<file path="src/rtl/fetch_stage_pkg.sv">
// Shared constants, FSM encoding and helpers for the IF stage.
// Imported by fetch_stage, fetch_skid_buf and fetch_stage_if.
package fetch_stage_pkg;

    localparam logic [31:0] DEF_RESET_PC  = 32'h0000_0000;
    localparam logic [31:0] DEF_NOP_INSTR = 32'h0000_0013;

    typedef enum logic [1:0] {
        IDLE = 2'd0,
        WAIT = 2'd1,
        KILL = 2'd2
    } fetchState_t;

    function automatic logic [31:0] pcPlus4(input logic [31:0] pc);
        return pc + 32'd4;
    endfunction

endpackage

</file>
<file path="src/rtl/fetch_stage_if.sv">
// Instruction-memory request/grant plus response channel.
// The fetch stage is master, the memory is slave.
interface fetch_stage_if;
    import fetch_stage_pkg::*;

    logic        req;
    logic [31:0] addr;
    logic        gnt;
    logic        rvalid;
    logic [31:0] rdata;

    modport master (
        output req, addr,
        input  gnt, rvalid, rdata
    );

    modport slave (
        input  req, addr,
        output gnt, rvalid, rdata
    );

endinterface

</file>
<file path="src/rtl/fetch_skid_buf.sv">
// One-entry {instr, pc} holding buffer for responses caught by a D stall.
// Clear beats load, load beats drain.
module fetch_skid_buf
    import fetch_stage_pkg::*;
(
    input  logic        clk,
    input  logic        reset,
    input  logic        load,
    input  logic        drain,
    input  logic        clear,
    input  logic [31:0] instrIn,
    input  logic [31:0] pcIn,
    output logic        bufValid,
    output logic [31:0] bufInstr,
    output logic [31:0] bufPc
);

    always_ff @(posedge clk or negedge reset) begin
        if (!reset) begin
            bufValid <= 1'b0;
            bufInstr <= DEF_NOP_INSTR;
            bufPc    <= 32'd0;
        end else if (clear) begin
            bufValid <= 1'b0;
        end else if (load) begin
            bufValid <= 1'b1;
            bufInstr <= instrIn;
            bufPc    <= pcIn;
        end else if (drain) begin
            bufValid <= 1'b0;
        end
    end

endmodule

</file>
<file path="src/rtl/fetch_stage.sv">
// IF stage: owns PCF, single-outstanding imem fetch FSM, and the IF/ID register.
// A redirect turns an in-flight request into KILL so its response is discarded.
module fetch_stage
    import fetch_stage_pkg::*;
#(
    parameter logic [31:0] RESET_PC  = DEF_RESET_PC,
    parameter logic [31:0] NOP_INSTR = DEF_NOP_INSTR
) (
    input  logic          clk,
    input  logic          reset,
    input  logic          StallF,
    input  logic          StallD,
    input  logic          FlushD,
    input  logic          PCSrcE,
    input  logic [31:0]   PCTargetE,
    fetch_stage_if.master imem,
    output logic [31:0]   InstrD,
    output logic [31:0]   PCD,
    output logic [31:0]   PCPlus4D,
    output logic          ValidD,
    output logic          FetchBusyF
);

    fetchState_t state, stateNext;
    logic [31:0] pcF;
    logic [31:0] reqPc;
    logic        fire;
    logic        live;
    logic        bufValid;
    logic [31:0] bufInstr;
    logic [31:0] bufPc;

    always_ff @(posedge clk or negedge reset) begin
        if (!reset) state <= IDLE;
        else        state <= stateNext;
    end

    always_comb begin
        stateNext = state;
        if (PCSrcE) begin
            if (imem.rvalid)        stateNext = IDLE;
            else if (state != IDLE) stateNext = KILL;
            else                    stateNext = IDLE;
        end else begin
            unique case (state)
                IDLE: if (fire) stateNext = WAIT;
                WAIT: if (imem.rvalid) stateNext = fire ? WAIT : IDLE;
                KILL: if (imem.rvalid) stateNext = IDLE;
                default: stateNext = IDLE;
            endcase
        end
    end

    always_comb begin
        imem.req = reset && !StallF && !PCSrcE && !bufValid && !StallD
                && (state == IDLE || (state == WAIT && imem.rvalid));
        fire       = imem.req && imem.gnt;
        live       = (state == WAIT) && imem.rvalid && !PCSrcE;
        FetchBusyF = (state != IDLE);
        imem.addr  = pcF;
    end

    always_ff @(posedge clk or negedge reset) begin
        if (!reset) begin
            pcF   <= RESET_PC;
            reqPc <= 32'd0;
        end else if (PCSrcE) begin
            pcF   <= PCTargetE;
        end else if (fire) begin
            pcF   <= pcPlus4(pcF);
            reqPc <= pcF;
        end
    end

    fetch_skid_buf uSkid (
        .clk      (clk),
        .reset    (reset),
        .load     (live && StallD),
        .drain    (bufValid && !StallD && !FlushD),
        .clear    (PCSrcE),
        .instrIn  (imem.rdata),
        .pcIn     (reqPc),
        .bufValid (bufValid),
        .bufInstr (bufInstr),
        .bufPc    (bufPc)
    );

    // Stall wins over flush; PCD/PCPlus4D keep their last value on bubbles.
    always_ff @(posedge clk or negedge reset) begin
        if (!reset) begin
            InstrD   <= NOP_INSTR;
            PCD      <= 32'd0;
            PCPlus4D <= 32'd0;
            ValidD   <= 1'b0;
        end else if (!StallD) begin
            if (FlushD) begin
                InstrD <= NOP_INSTR;
                ValidD <= 1'b0;
            end else if (bufValid && !PCSrcE) begin
                InstrD   <= bufInstr;
                PCD      <= bufPc;
                PCPlus4D <= pcPlus4(bufPc);
                ValidD   <= 1'b1;
            end else if (live) begin
                InstrD   <= imem.rdata;
                PCD      <= reqPc;
                PCPlus4D <= pcPlus4(reqPc);
                ValidD   <= 1'b1;
            end else begin
                InstrD <= NOP_INSTR;
                ValidD <= 1'b0;
            end
        end
    end

endmodule

</file>
<file path="src/flat_wrapper.sv">
// flat-port wrapper written by rule: the top's interface ports become plain ports
module fetch_stage_flat import fetch_stage_pkg::*;
#(
    parameter logic [31:0] RESET_PC  = DEF_RESET_PC,
    parameter logic [31:0] NOP_INSTR = DEF_NOP_INSTR
)
  (clk, reset, StallF, StallD, FlushD, PCSrcE, PCTargetE, InstrD, PCD, PCPlus4D, ValidD, FetchBusyF, imem_req, imem_addr, imem_gnt, imem_rvalid, imem_rdata);
  fetch_stage_if imem_i ();
  input  logic clk;
  input  logic reset;
  input  logic StallF;
  input  logic StallD;
  input  logic FlushD;
  input  logic PCSrcE;
  input  logic [31:0] PCTargetE;
  output logic [31:0] InstrD;
  output logic [31:0] PCD;
  output logic [31:0] PCPlus4D;
  output logic ValidD;
  output logic FetchBusyF;
  output wire logic [$bits(imem_i.req)-1:0] imem_req;
  output wire logic [$bits(imem_i.addr)-1:0] imem_addr;
  input wire logic [$bits(imem_i.gnt)-1:0] imem_gnt;
  input wire logic [$bits(imem_i.rvalid)-1:0] imem_rvalid;
  input wire logic [$bits(imem_i.rdata)-1:0] imem_rdata;
  assign imem_req = imem_i.req;
  assign imem_addr = imem_i.addr;
  assign imem_i.gnt = imem_gnt;
  assign imem_i.rvalid = imem_rvalid;
  assign imem_i.rdata = imem_rdata;
  fetch_stage #(.RESET_PC(RESET_PC), .NOP_INSTR(NOP_INSTR)) u_core (.clk(clk), .reset(reset), .StallF(StallF), .StallD(StallD), .FlushD(FlushD), .PCSrcE(PCSrcE), .PCTargetE(PCTargetE), .imem(imem_i), .InstrD(InstrD), .PCD(PCD), .PCPlus4D(PCPlus4D), .ValidD(ValidD), .FetchBusyF(FetchBusyF));
endmodule
</file>
<file path="config.mk">
export PLATFORM = sky130hd
export DESIGN_NAME = fetch_stage_flat
export DESIGN_NICKNAME = d
export VERILOG_FILES = /design/src/rtl/fetch_stage_pkg.sv /design/src/rtl/fetch_stage_if.sv /design/src/rtl/fetch_skid_buf.sv /design/src/rtl/fetch_stage.sv /design/src/flat_wrapper.sv
export SDC_FILE = /design/constraint.sdc
export NUM_CORES = 1
export LEC_CHECK = 0
export CAP_MARGIN = 20
export CORE_UTILIZATION = 50
export DETAILED_ROUTE_END_ITERATION = 16
export DONT_BUFFER_PORTS = 1
export PLACE_DENSITY_LB_ADDON = 0.1
export SLEW_MARGIN = 10
export SYNTH_ARGS = -nofsm -noshare
export SYNTH_HDL_FRONTEND = slang
export SYNTH_SLANG_ARGS = --single-unit
</file>
<file path="constraint.sdc">
create_clock -name clk -period 6.4 [get_ports clk]
set_input_delay 0.96 -clock clk [delete_from_list [all_inputs] [get_ports clk]]
set_output_delay 0.96 -clock clk [all_outputs]
set_load 0.02 [all_outputs]
</file>
==> PnR_summary.wiki <==
{| class="wikitable"
! Metric !! Value
|-
| Clock insertion delay at the later pin of the skew report || ~0.52 ns
|-
| Die Height || about 150 um
|-
| Fraction of registers with async set or reset after synthesis || 1.000
|-
| Hold violation count in the final report || 0
|-
| Io pins || 203
|-
| Slew at the pin closest to its max-slew limit || between 1 and 1.5 ns
|-
| Post-CTS Repair Setup Buffers || 0
|-
| Area of the placeable core || 20960 um2
|-
| Sequential Area || 5663 um2
|-
| Synthesized Nets || 1119
|-
| Post-synthesis cell count || 1045
|-
| Initial core utilization || 0.5082
|-
| Area used by multi-input combinational logic || 4674 um2
|-
| Status || finished, final reports clean
|-
| First-pass DRT Iterations || 5
|-
| Power per unit of standard cell area || roughly 300 nW/um2
|-
| Layout overhead on the synthesized area || 8.800%
|-
| Synthesized area || 10650 um2
|-
| Number of hold buffers added after cts || 0
|-
| Routed length per instance || 19.08 um
|-
| Max FO, Critical Path || roughly 230
|-
| Arrival time at the worst endpoint || roughly 3.4 ns
|-
| First-pass GRT wire length || 40.26 mm
|-
| Type of the most critical hold path || in2async
|-
| Num rows || 53
|-
| Clk pin slew, worst setup/hold paths || 0.06 ns
|-
| Register bit count reported by yosys || around 230
|-
| Setup violations, final || 0
|-
| Die outline width || 147.9 um
|-
| Via count || 7499
|-
| Post-placement setup slack || 2.984 ns
|-
| Clock tree from TritonCTS || done
|-
| # clock sinks || 226
|-
| Final period utilization || 0.4685
|-
| Count of antenna diodes in the layout || 0
|-
| Final weighted congestion in routability-driven placement || between 0.7 and 0.8
|-
| Element type at the critical path start || input pin
|-
| Total clock buffers created by CTS || 25
|-
| Die area || 21890 um2
|-
| Antenna violations before repair || 0
|-
| Overall track demand over capacity in global routing || 0.2303
|-
| Detailed-route DRC error count || 0
|-
| Final worst clock skew || around 0.016 ns
|-
| Peak supply drop || 0.1715 mV
|-
| Post-layout min period || around 3 ns
|-
| Share of synthesized area occupied by flip-flops and latches || 0.5317
|-
| Leading post-synthesis cells by cell area || dfrtp_1 (52%), nand2_1 (9.7%), mux2_2 (7.4%)
|-
| Worst slew margin || 0.2976
|-
| Total of fill cells in the finished design || between 1500 and 2000
|-
| H-tree lvl count || 1
|-
| Post-Route WL || approximately 25 mm
|-
| Max-Cap Viols || 0
|-
| Netlist cell types || 62
|-
| Total congestion overflow after global routing || 0
|-
| Layout Nets || 1085
|-
| Clock root buffer || clkbuf_16
|-
| Number of slew-limit violations in the final report || 0
|-
| Top FF cell, synth || dfrtp_1
|-
| Tot Pwr || 3.445 mW
|-
| EDFF count, synth || 0
|-
| Vias in the first global route || 7063
|-
| Cell type contributing the most total cell area after synthesis || dfrtp_1
|-
| Pin count of the biggest net entering global routing || 228
|-
| Start-to-end type of the worst setup path || in2reg
|-
| Vias per cell || 5.751
|-
| CP Capture Type || register
|-
| Fraction of final layout cells with drive strength greater than 1 || 0.1555
|-
| Quantity of gates resized following cts || 0
|-
| Per-instance average area after synthesis || between 10 and 15 um2
|-
| Fmax achieved || 0.3335 GHz
|-
| YS warnings || 0
|-
| Total negative slack for setup checks || 0 ns
|-
| Synth top area share || 0.5169
|-
| Number of buffers on the longest clock path || 3
|-
| Setup ws final || 3.402 ns
|-
| Final antenna-violating net count || 0
|-
| Port bufs || 0
|-
| RSZ-0062 raised after global routing || false
|-
| Data required time at the worst endpoint || 6.79 ns
|-
| HPWL Detailed || around 16 mm
|-
| Leakage || about 5.2 nW
|-
| Starting DRC count in detailed routing || around 530
|}
[layout make-up]
type                       instances  area share
clock inverter                    10    0.008854
inverter                          10    0.003239
sequential                       226      0.4887
multi-input combinational        741      0.4034
timing repair buffer               7    0.004535
clock buffer                      35     0.06155
tap                              275     0.02969
[sequential cells by signal (all words and copies together) (netlist names)]
signal	count
u_core.ValidD	1
u_core.PCPlus4D	32
u_core.PCD	30
u_core.imem.addr	32
u_core.state	2
u_core.uSkid.bufValid	1
u_core.InstrD	32
u_core.reqPc	32
u_core.uSkid.bufPc	32
u_core.uSkid.bufInstr	32
[path summary, 6_finish.rpt]
path / slack, ns / endpoint / depth (start not counted) / from
worst max-delay path: 3.40 / u_core.imem.addr[10]$_DFFE_PN0P_ / 7 / reset
worst max register to register: 3.53 / u_core.PCPlus4D[30]$_DFFE_PN0P_ / 8 / u_core.uSkid.bufValid$_DFFE_PN0P_
min in group clk: 0.50 / u_core.uSkid.bufPc[31]$_DFFE_PN0P_ / 1 / u_core.uSkid.bufPc[31]$_DFFE_PN0P_
worst min register to register: 0.50 / u_core.uSkid.bufPc[31]$_DFFE_PN0P_ / 1 / u_core.uSkid.bufPc[31]$_DFFE_PN0P_
max in group asynchronous: 5.84 / u_core.InstrD[1]$_DFFE_PN1N_ / 0 / reset
worst min-delay path: 0.13 / u_core.PCPlus4D[27]$_DFFE_PN0P_ / 0 / reset
[placed cells by master, fill, tap and decap left out, types with 4 or more instances in the layout]
cell       synthesis  layout
o21ai_0           93      93
mux2_2            70      70
o311ai_1           4       4
nand2_1          275     275
nand4_1           15      15
o311ai_0           8       8
xor2_1            12      12
o211ai_1           8       8
xnor2_1           15      15
nor4_2             7       7
mux2i_1           26      26
dfrtp_1          220     220
and3_1            21      21
or3_1              5       4
clkbuf_8           0       5
o21ai_1           13      13
nand3_1           15      14
clkbuf_16          0      25
clkinv_2           0       7
inv_1             10      10
a221o_1           10      10
dfstp_2            6       6
buf_4              4       7
nor3b_1            4       4
mux2i_4            4       4
nor3_1             9       8
a31oi_1           10      10
a21oi_1            8       8
nor2_1            25      24
nand3b_1           6       6
clkbuf_1          42       5
a22oi_1           29      29
[power breakdown]
group | total, mW | switching [mW] | leakage (nW) | internal, mW
Clock | 1.42 | 0.566 | 0.406 | 0.854
Sequential | 1.75 | 0.201 | 3.02 | 1.55
Combinational | 0.272 | 0.146 | 1.77 | 0.126
[per-layer routing]
layer,share of wire,global-route usage
met1,0.49,0.3607
met2,0.42,0.3203
met3,0.078,0.05432
met4,0.013,0.04794
met5,0,0
[cell families (layout without fill, tap and decap cells)]
kind of cell / count (synthesis) / count (layout) / share of synthesized area
flops: 226 / 226 / 0.5317
buf+inv: 78 / 62 / 0.03242
compound gates: 199 / 199 / 0.1187
fa+ha+maj: 2 / 2 / 0.002349
xor+xnor: 27 / 27 / 0.02220
simple gates: 410 / 410 / 0.1819
mux: 103 / 103 / 0.1108
[cell usage after synthesis (all sizes together), types with 11 or more instances]
cell type  count
nand2        275
dfrtp        220
o21ai        107
mux2          70
clkbuf        43
mux2i         33
a22oi         29
buf           25
nor2          25
and3          21
nand3         18
nand4         15
xnor2         15
o311ai        12
xor2          12
nor4          11
[stage by stage]
| step | cell area, um2 | std cells | hold slack [ns] | utilization |
|---|---|---|---|---|
| after floorplan | 10650 | 1045 | 0.4642 | - |
| after global placement | 10770 | 1259 | 0.4868 | 0.5140 |
| after detailed placement | 10770 | 1259 | 0.4934 | 0.5140 |
| after CTS | 11590 | 1304 | 0.1157 | 0.5530 |
| after global routing | 11590 | 1304 | 0.1144 | 0.5530 |
| final | 11590 | 1304 | 0.1337 | 0.5530 |
[critical path, stage by stage]
cell and delay [ns]:
nor4b_1 0.30, and3_1 0.31, and2_2 0.23, buf_4 0.27
nor2_1 0.75, o21ai_0 0.19, o311ai_0 0.14
Note: power is estimated with default switching activity, not from simulation.
